==> config.mk <==
export PLATFORM = sky130hd
export DESIGN_NAME = dmem_arbiter_flat
export DESIGN_NICKNAME = d
export VERILOG_FILES = /design/src/rtl/dmem_arb_pkg.sv /design/src/rtl/dmem_arbiter_if.sv /design/src/rtl/dmem_arbiter_rr_pick2.sv /design/src/rtl/dmem_arbiter.sv /design/src/flat_wrapper.sv
export SDC_FILE = /design/constraint.sdc
export NUM_CORES = 1
export LEC_CHECK = 0
export ABC_AREA = 1
export BUFFER_PORTS_ARGS = -buffer_cell sky130_fd_sc_hd__buf_4
export CAP_MARGIN = 30
export CORE_MARGIN = 3
export CORE_UTILIZATION = 35
export CTS_BUF_LIST = sky130_fd_sc_hd__clkbuf_2
export CTS_CLUSTER_DIAMETER = 40
export DETAILED_ROUTE_END_ITERATION = 8
export PLACE_DENSITY = 0.7
export SETUP_SLACK_MARGIN = 0.02
export SLEW_MARGIN = 20
export SYNTH_ARGS = -nofsm -noshare
export SYNTH_HDL_FRONTEND = slang
export SYNTH_SLANG_ARGS = --single-unit
==> constraint.sdc <==
create_clock -name CLK -period 4.2 [get_ports CLK]
set_input_delay 0.63 -clock CLK [delete_from_list [all_inputs] [get_ports CLK]]
set_output_delay 0.63 -clock CLK [all_outputs]
set_load 0.02 [all_outputs]
==> src/rtl/dmem_arb_pkg.sv <==
// Shared types and constants for the two-requester data-memory arbiter.
package dmem_arb_pkg;

  // Arbiter ownership state: free, or locked to requester 0 / requester 1.
  typedef enum logic [1:0] {
    IDLE = 2'd0,
    OWN0 = 2'd1,
    OWN1 = 2'd2
  } arb_state_t;

  // Requester indices: 0 is the core load/store stage, 1 is the loader/debug port.
  localparam logic REQ_CORE   = 1'b0;
  localparam logic REQ_LOADER = 1'b1;

  // Default address and data widths of the data memory.
  localparam int DEF_AW = 8;
  localparam int DEF_DW = 8;

endpackage

==> src/rtl/dmem_arbiter_if.sv <==
// Requester and memory-side signal bundle for dmem_arbiter.
// The slave modport is the arbiter's view; the master modport is the
// requesters and memory that surround it.
interface dmem_arbiter_if
  import dmem_arb_pkg::*;
#(
  parameter int AW = DEF_AW,
  parameter int DW = DEF_DW
);
  // requester 0 (core)
  logic          r0_req;
  logic          r0_we;
  logic          r0_lock;
  logic [AW-1:0] r0_addr;
  logic [DW-1:0] r0_wdata;
  logic          r0_gnt;
  logic          r0_rvalid;
  logic [DW-1:0] r0_rdata;
  // requester 1 (loader/debug)
  logic          r1_req;
  logic          r1_we;
  logic          r1_lock;
  logic [AW-1:0] r1_addr;
  logic [DW-1:0] r1_wdata;
  logic          r1_gnt;
  logic          r1_rvalid;
  logic [DW-1:0] r1_rdata;
  // memory port
  logic [AW-1:0] mem_addr;
  logic          mem_read;
  logic          mem_write;
  logic [DW-1:0] mem_wdata;
  logic [DW-1:0] mem_rdata;

  modport slave (
    input  r0_req, r0_we, r0_lock, r0_addr, r0_wdata,
    output r0_gnt, r0_rvalid, r0_rdata,
    input  r1_req, r1_we, r1_lock, r1_addr, r1_wdata,
    output r1_gnt, r1_rvalid, r1_rdata,
    output mem_addr, mem_read, mem_write, mem_wdata,
    input  mem_rdata
  );

  modport master (
    output r0_req, r0_we, r0_lock, r0_addr, r0_wdata,
    input  r0_gnt, r0_rvalid, r0_rdata,
    output r1_req, r1_we, r1_lock, r1_addr, r1_wdata,
    input  r1_gnt, r1_rvalid, r1_rdata,
    input  mem_addr, mem_read, mem_write, mem_wdata,
    output mem_rdata
  );

endinterface

==> src/rtl/dmem_arbiter_rr_pick2.sv <==
// Combinational two-way round-robin picker. When force_en is set only
// force_id may win (used while a requester holds the lock); otherwise a
// tie goes to the requester that did not win last.
module rr_pick2 (
  input  logic [1:0] req,
  input  logic       last,
  input  logic       force_en,
  input  logic       force_id,
  output logic [1:0] gnt,
  output logic       win
);

  // Select at most one requester and report its index.
  always_comb begin
    gnt = 2'b00;
    win = 1'b0;
    if (force_en) begin
      win      = force_id;
      gnt[win] = req[win];
    end else if (req == 2'b11) begin
      win      = ~last;
      gnt[win] = 1'b1;
    end else if (req[0]) begin
      win    = 1'b0;
      gnt[0] = 1'b1;
    end else if (req[1]) begin
      win    = 1'b1;
      gnt[1] = 1'b1;
    end
  end

endmodule

==> src/rtl/dmem_arbiter.sv <==
// Two-requester arbiter for the single-port data memory. Grants are
// combinational from req and the ownership state, the granted requester
// drives the memory port in the same cycle, and read data is registered
// and returned with a one-cycle rvalid pulse.
module dmem_arbiter
  import dmem_arb_pkg::*;
#(
  parameter int AW = DEF_AW,
  parameter int DW = DEF_DW
)(
  input logic           CLK,
  input logic           Reset,
  dmem_arbiter_if.slave bus
);

  arb_state_t    state_q, state_d;
  logic          last_q, last_d;
  logic [1:0]    rvalid_q, rvalid_d;
  logic [DW-1:0] r0_rdata_q, r0_rdata_d;
  logic [DW-1:0] r1_rdata_q, r1_rdata_d;

  logic [1:0]    req;
  logic [1:0]    pick_gnt;
  logic          pick_win;
  logic [1:0]    gnt;
  logic          force_en;
  logic          force_id;

  logic [AW-1:0] mem_addr;
  logic [DW-1:0] mem_wdata;
  logic          mem_read;
  logic          mem_write;

  assign req      = {bus.r1_req, bus.r0_req};
  assign force_en = (state_q != IDLE);
  assign force_id = (state_q == OWN1);

  rr_pick2 u_pick (
    .req      (req),
    .last     (last_q),
    .force_en (force_en),
    .force_id (force_id),
    .gnt      (pick_gnt),
    .win      (pick_win)
  );

  // Reset blocks every grant immediately, so no strobe can fire while it is held.
  assign gnt = pick_gnt & {2{~Reset}};

  // Next ownership state, round-robin history and read-return capture.
  always_comb begin
    state_d    = state_q;
    last_d     = last_q;
    rvalid_d   = 2'b00;
    r0_rdata_d = r0_rdata_q;
    r1_rdata_d = r1_rdata_q;
    if (|gnt) begin
      last_d = pick_win;
      if (pick_win == REQ_LOADER) begin
        state_d = bus.r1_lock ? OWN1 : IDLE;
      end else begin
        state_d = bus.r0_lock ? OWN0 : IDLE;
      end
    end else if (state_q != IDLE) begin
      // owner dropped its request while holding the lock
      state_d = IDLE;
    end
    if (gnt[REQ_CORE] && !bus.r0_we) begin
      rvalid_d[REQ_CORE] = 1'b1;
      r0_rdata_d         = bus.mem_rdata;
    end
    if (gnt[REQ_LOADER] && !bus.r1_we) begin
      rvalid_d[REQ_LOADER] = 1'b1;
      r1_rdata_d           = bus.mem_rdata;
    end
  end

  // Memory port follows the granted requester; idle drive is all zero.
  always_comb begin
    mem_addr  = '0;
    mem_wdata = '0;
    mem_read  = 1'b0;
    mem_write = 1'b0;
    if (gnt[REQ_CORE]) begin
      mem_addr  = bus.r0_addr;
      mem_wdata = bus.r0_wdata;
      mem_read  = ~bus.r0_we;
      mem_write = bus.r0_we;
    end else if (gnt[REQ_LOADER]) begin
      mem_addr  = bus.r1_addr;
      mem_wdata = bus.r1_wdata;
      mem_read  = ~bus.r1_we;
      mem_write = bus.r1_we;
    end
  end

  // State, last-winner and read-return registers; reset discards any read in flight.
  always_ff @(posedge CLK or posedge Reset) begin
    if (Reset) begin
      state_q    <= IDLE;
      last_q     <= 1'b1;
      rvalid_q   <= 2'b00;
      r0_rdata_q <= '0;
      r1_rdata_q <= '0;
    end else begin
      state_q    <= state_d;
      last_q     <= last_d;
      rvalid_q   <= rvalid_d;
      r0_rdata_q <= r0_rdata_d;
      r1_rdata_q <= r1_rdata_d;
    end
  end

  assign bus.r0_gnt    = gnt[REQ_CORE];
  assign bus.r1_gnt    = gnt[REQ_LOADER];
  assign bus.r0_rvalid = rvalid_q[REQ_CORE];
  assign bus.r1_rvalid = rvalid_q[REQ_LOADER];
  assign bus.r0_rdata  = r0_rdata_q;
  assign bus.r1_rdata  = r1_rdata_q;
  assign bus.mem_addr  = mem_addr;
  assign bus.mem_wdata = mem_wdata;
  assign bus.mem_read  = mem_read;
  assign bus.mem_write = mem_write;

endmodule

==> src/flat_wrapper.sv <==
// flat-port wrapper written by rule: the top's interface ports become plain ports
module dmem_arbiter_flat import dmem_arb_pkg::*;
#(
  parameter int AW = DEF_AW,
  parameter int DW = DEF_DW
)
  (CLK, Reset, bus_r0_req, bus_r0_we, bus_r0_lock, bus_r0_addr, bus_r0_wdata, bus_r0_gnt, bus_r0_rvalid, bus_r0_rdata, bus_r1_req, bus_r1_we, bus_r1_lock, bus_r1_addr, bus_r1_wdata, bus_r1_gnt, bus_r1_rvalid, bus_r1_rdata, bus_mem_addr, bus_mem_read, bus_mem_write, bus_mem_wdata, bus_mem_rdata);
  dmem_arbiter_if #(.AW(AW), .DW(DW)) bus_i ();
  input logic CLK;
  input logic Reset;
  input wire logic [$bits(bus_i.r0_req)-1:0] bus_r0_req;
  input wire logic [$bits(bus_i.r0_we)-1:0] bus_r0_we;
  input wire logic [$bits(bus_i.r0_lock)-1:0] bus_r0_lock;
  input wire logic [$bits(bus_i.r0_addr)-1:0] bus_r0_addr;
  input wire logic [$bits(bus_i.r0_wdata)-1:0] bus_r0_wdata;
  output wire logic [$bits(bus_i.r0_gnt)-1:0] bus_r0_gnt;
  output wire logic [$bits(bus_i.r0_rvalid)-1:0] bus_r0_rvalid;
  output wire logic [$bits(bus_i.r0_rdata)-1:0] bus_r0_rdata;
  input wire logic [$bits(bus_i.r1_req)-1:0] bus_r1_req;
  input wire logic [$bits(bus_i.r1_we)-1:0] bus_r1_we;
  input wire logic [$bits(bus_i.r1_lock)-1:0] bus_r1_lock;
  input wire logic [$bits(bus_i.r1_addr)-1:0] bus_r1_addr;
  input wire logic [$bits(bus_i.r1_wdata)-1:0] bus_r1_wdata;
  output wire logic [$bits(bus_i.r1_gnt)-1:0] bus_r1_gnt;
  output wire logic [$bits(bus_i.r1_rvalid)-1:0] bus_r1_rvalid;
  output wire logic [$bits(bus_i.r1_rdata)-1:0] bus_r1_rdata;
  output wire logic [$bits(bus_i.mem_addr)-1:0] bus_mem_addr;
  output wire logic [$bits(bus_i.mem_read)-1:0] bus_mem_read;
  output wire logic [$bits(bus_i.mem_write)-1:0] bus_mem_write;
  output wire logic [$bits(bus_i.mem_wdata)-1:0] bus_mem_wdata;
  input wire logic [$bits(bus_i.mem_rdata)-1:0] bus_mem_rdata;
  assign bus_i.r0_req = bus_r0_req;
  assign bus_i.r0_we = bus_r0_we;
  assign bus_i.r0_lock = bus_r0_lock;
  assign bus_i.r0_addr = bus_r0_addr;
  assign bus_i.r0_wdata = bus_r0_wdata;
  assign bus_r0_gnt = bus_i.r0_gnt;
  assign bus_r0_rvalid = bus_i.r0_rvalid;
  assign bus_r0_rdata = bus_i.r0_rdata;
  assign bus_i.r1_req = bus_r1_req;
  assign bus_i.r1_we = bus_r1_we;
  assign bus_i.r1_lock = bus_r1_lock;
  assign bus_i.r1_addr = bus_r1_addr;
  assign bus_i.r1_wdata = bus_r1_wdata;
  assign bus_r1_gnt = bus_i.r1_gnt;
  assign bus_r1_rvalid = bus_i.r1_rvalid;
  assign bus_r1_rdata = bus_i.r1_rdata;
  assign bus_mem_addr = bus_i.mem_addr;
  assign bus_mem_read = bus_i.mem_read;
  assign bus_mem_write = bus_i.mem_write;
  assign bus_mem_wdata = bus_i.mem_wdata;
  assign bus_i.mem_rdata = bus_mem_rdata;
  dmem_arbiter #(.AW(AW), .DW(DW)) u_core (.CLK(CLK), .Reset(Reset), .bus(bus_i));
endmodule
# Word-level counts from Yosys, hierarchy flattened
# Index checks and enable logic that the tools add are counted.
[op_classes]
magnitude_cmp = 4
eq_ne = 2
n_mux = 28
bitwise_logic = 6
n_reduce_logical = 9
[op_table]
columns = ["operator", "n"]
rows = [
  ["8-bit 2-to-1 mux", 4],
  ["1-bit 2-to-1 mux", 16],
  ["2-bit 2-to-1 mux", 6],
  ["2-bit AND", 2],
  ["2-bit == test, second input constant", 2],
  ["1-bit logical AND", 4],
  ["1-bit by 2-bit < comparator with 1-bit output, second input constant", 2],
  ["1-bit inverter", 4],
  ["2-bit nonzero test", 2],
  ["1-bit demux with 1-bit select", 2],
  ["1-bit >= comparator, second input constant", 2],
  ["1-bit logical NOT", 2],
  ["2-bit OR reduction", 1],
]
[totals]
regBits = 21
input_bits = 48
out_inout_bits = 38
word_cells = 54

# Logic depth before layout (Yosys ltp)
[logic_depth]
depth_word = 10
mapped_depth = 8
mapped_depth_nobuf = 7

# Hierarchy
# From an unflattened synthesis, not the netlist that was laid out.
[hier_totals]
cells_unflattened = 164
area_unflattened_um2 = 1183.6
[modules_own_cells]
columns = ["mod", "n_inst", "cells_per_inst", "area_each_um2", "seq_area_each_um2"]
rows = [
  ["dmem_arbiter", 1, 153, 1139.8, 526.8],
  ["rr_pick2", 1, 11, 43.8, 0.0],
]

# Worst setup path after synthesis
# No wires, ideal clock.
[synth_timing]
kind = "input-to-output"
start = "in Reset"
end = "out bus_mem_addr[3]"
arrival_ps = 1848
required_time_ps = 3570
slack_ps = 1722
path_stages = 6
n_path_buf = 1
path_cell_list = "inv_1 nand2_1 nor2_1 buf_2 nand2_1 o21ai_2"
[synth_between]
elab_cells_between_ends = 4
classes_between = "2 x mux; 2 x bitwise"
[synth_rtl]
columns = ["item", "line", "rtl"]
rows = [
  ["start, declared", "flat_wrapper.sv:10", "input logic Reset;"],
  ["1-bit inverter", "dmem_arbiter.sv:48", "assign gnt = pick_gnt & {2{~Reset}};"],
  ["2-bit AND", "dmem_arbiter.sv:48", ""],
  ["net bus_r0_gnt", "flat_wrapper.sv:16", "output wire logic [$bits(bus_i.r0_gnt)-1:0] bus_r0_gnt;"],
  ["8-bit 2-to-1 mux", "dmem_arbiter.sv:84", "if (gnt[REQ_CORE]) begin"],
  ["end, declared", "flat_wrapper.sv:27", "output wire logic [$bits(bus_i.mem_addr)-1:0] bus_mem_addr;"],
]
# The timed path passes the listed nets, and every way through them passes these cells.

# Worst setup path in the final report
[layout_timing]
start = "in Reset"
end = "out bus_mem_read"
[layout_between]
elab_chain_cells = 4
[layout_lines]
columns = ["item", "line", "rtl"]
rows = [
  ["1-bit inverter (*)", "dmem_arbiter.sv:48", ""],
  ["2-bit AND (*)", "dmem_arbiter.sv:48", ""],
  ["1-bit 2-to-1 mux", "dmem_arbiter.sv:89", "end else if (gnt[REQ_LOADER]) begin"],
  ["1-bit 2-to-1 mux (*)", "dmem_arbiter.sv:84", ""],
  ["end, declared", "flat_wrapper.sv:28", "output wire logic [$bits(bus_i.mem_read)-1:0] bus_mem_read;"],
]
# Every way passes the cells marked *; elsewhere a longest branch is shown, timed or not.

==> metrics.csv <==
stage,metric,value,unit
run_status,status,completed,
timing,fin_crit,2.52,ns
timing,fin_skew,0.00833,ns
pwr,powerDensity,371,nW/um2
timing,rsz0062_at_grt,false,
place,io_buffers,85,
place,place_hpwl,2560,um
timing,fin_crit_sh,60.1,%
cells_and_area,final_util,60.2,%
clock_tree,ctsHoldBuffers,0,
logic_synthesis,yosys-top-cells-area,"dfrtp_1, nand2_1, o21ai_2",
pwr,p_total,0.000709,W
logic_synthesis,syn_avg_cell_area,7.97,um2
routing,wirelength,3140,um
critical_path,reg2reg_to,u_core.last_q,
hold_path,hold_class,primary input to asynchronous set/reset pin,
timing,max_slew.worst_pin.slew,0.385,ns
global_route,grt_max_degree,23,
floorplan,core,3180,um2
cells_and_area,final_common_cell,buf_4,
clock_tree,clock_latency,0.31,ns
flow_run,maxCapViolations,0,
floorplan,start_util,38.4,%
global_route,grt.overflow.total,0,
place,pre_cts_ws,1.64,ns
timing,fmax,0.396,GHz
global_route,grt_pass1_vias,1221,
cells_and_area,synthToLayoutAreaGrowth,56.8,%
critical_path,cp.required,3.57,ns
logic_synthesis,yosysTopAreaCell,dfrtp_1,
timing,fin_ws,1.68,ns
logic_synthesis,syn_area,1220,um2
clock_tree,numCtsBuffers,3,
floorplan,dieHeight,65.0,um
place,placed_area,1890,um2
cells_and_area,final_cell_mix,"buf_4, nand2_1, inv_1",
clock_tree,path_clk_slew,0.19,ns
cells_and_area,nets,289,
critical_path,reg2regPathDepth,5,
logic_synthesis,netlist.area_leader.share,41.0,%
logic_synthesis,synth_cells,153,
global_route,grt_pass1_wl,5320,um
timing,slew_violations,0,
logic_synthesis,syn_nets,201,
cells_and_area,drive_gt1_share,48.8,%
place,gp_congestion,0.757,
routing,drtIter0Drc,74,
cells_and_area,finalInstanceArea,1910,um2
cells_and_area,insertedDiodeCount,0,
critical_path,r2r_slack,2.71,ns
critical_path,reg2reg_from,u_core.last_q,
timing,setup_violations,0,
clock_tree,clock_sinks,21,
logic_synthesis,synth_seq_cells,21,
clock_tree,clk_root_buffer_cell,clkbuf_2,
global_route,grt_usage,15.7,%
clock_tree,cts_resized,0,
floorplan,num_io_pins,86,
routing,dr.pass1.iters,4,
clock_tree,cts_buffer_depth,2,
timing,slew_headroom,74.3,%
clock_tree,cts_setup_buffers,0,
critical_path,worstSetupStartpoint,Reset,
critical_path,cp_max_fo,22,
timing,tns,0,ns
logic_synthesis,ys_seq_area_share,43.2,%
logic_synthesis,yosysWarnings,0,
routing,drc,0,
logic_synthesis,yosysUniqueCellTypes,21,
pwr,power.static_leakage,1.12,nW
floorplan,die_w,65.0,um
floorplan,die_area,4230,um2
routing,avgRoutedWirePerCell,11.0,um
clock_tree,cts_tree,yes,
critical_path,crit_arrival,1.89,ns
routing,vias,1246,
critical_path,start_kind,primary input,
routing,via_per_inst,4.39,
floorplan,rows,20,
routing,antenna_left,0,
global_route,antenna_found_initial,0,
timing,hold_violations,0,
clock_tree,htreeDepth,1,
critical_path,criticalPathCategory,primary input to output port,
critical_path,endpoint_kind,output port,
pwr,ir_drop,199,uV
-- state kept, by name, summed over array words and instances, names as in the netlist --
name and cells:
u_core.last_q 1, u_core.state_q 2, u_core.bus.r1_rdata 8, u_core.rvalid_q 2, u_core.bus.r0_rdata 8
-- cells by family (layout without fill, tap and decap cells) --
group	after synthesis	count (layout)	synth area share [%]
buffers and inverters	29	116	10.6
AO/OA/AOI/OAI	19	19	13.9
flip-flops	21	21	43.2
AND/OR/NAND/NOR	84	84	32.3
-- critical path, stage by stage --
cell	delay [ns]
buf_4	0.12
inv_1	0.05
buf_4	0.26
nand2_1	0.12
nor2_1	0.12
buf_4	0.24
nand2_4	0.11
nand2_1	0.08
buf_4	0.14
-- per-stage QoR --
stage | cells | hold WS, ns
after floorplan | 153 | 0.471
after global placement | 280 | 0.460
after detailed placement | 280 | 0.463
after CTS | 284 | 0.332
after global routing | 284 | 0.322
final | 284 | 0.342
-- cell usage after synthesis --
| library cell | instances |
|---|---|
| dfrtp_1 | 20 |
| o21ai_2 | 17 |
| buf_4 | 1 |
| buf_6 | 2 |
| nand4_4 | 1 |
| nand3_2 | 1 |
| nand2_1 | 64 |
| nor2_1 | 3 |
| buf_2 | 1 |
| nor2_4 | 1 |
| inv_2 | 2 |
| nand3_1 | 1 |
| dfstp_2 | 1 |
| nand2_4 | 2 |
| inv_1 | 22 |
| nor3b_1 | 1 |
| clkinv_1 | 1 |
| nand4_1 | 8 |
| a21oi_4 | 1 |
| o21ai_1 | 1 |
| nand3b_1 | 2 |
-- how the worst max path moves through the flow --
stage                                 end  slack (ns)  cells past startpoint
final                        bus_mem_read        1.68                      9
after global routing         bus_mem_read        1.45                      9
after global placement       bus_mem_read        1.67                      9
after detailed placement     bus_mem_read        1.64                      9
after CTS                    bus_mem_read        1.64                      9
after floorplan           bus_mem_addr[3]        1.72                      6
-- layout make-up --
class / instances / area [um2]
Sequential cell: 21 / 527
Clock inverter: 1 / 5.00
Fill cell: 305 / 1260
Inverter: 25 / 93.8
Multi-Input combinational cell: 103 / 564
Tap cell: 44 / 55.1
Clock buffer: 3 / 15.0
Timing Repair Buffer: 87 / 653
-- routing by layer --
metal / global-route usage, % / wire (um) / vias to the layer above
met2: 27.5 / 1620 / 45
met5: 0 / 0 / -
met3: 4.33 / 236 / 2
met1: 19.1 / 1260 / 552
li1: - / - / 647
met4: 3.89 / 22 / 0
-- report_power, final --
| group | internal [W] | total, W | leakage [nW] | switching [W] |
|---|---|---|---|---|
| Combinational | 0.000151 | 0.000349 | 0.842 | 0.000197 |
| Clock | 0.0000216 | 0.0000797 | 0.0164 | 0.0000581 |
| Sequential | 0.000253 | 0.000281 | 0.265 | 0.0000275 |
| Total | 0.000426 | 0.000709 | 1.12 | 0.000283 |
Power figures use the tool's default switching activity.
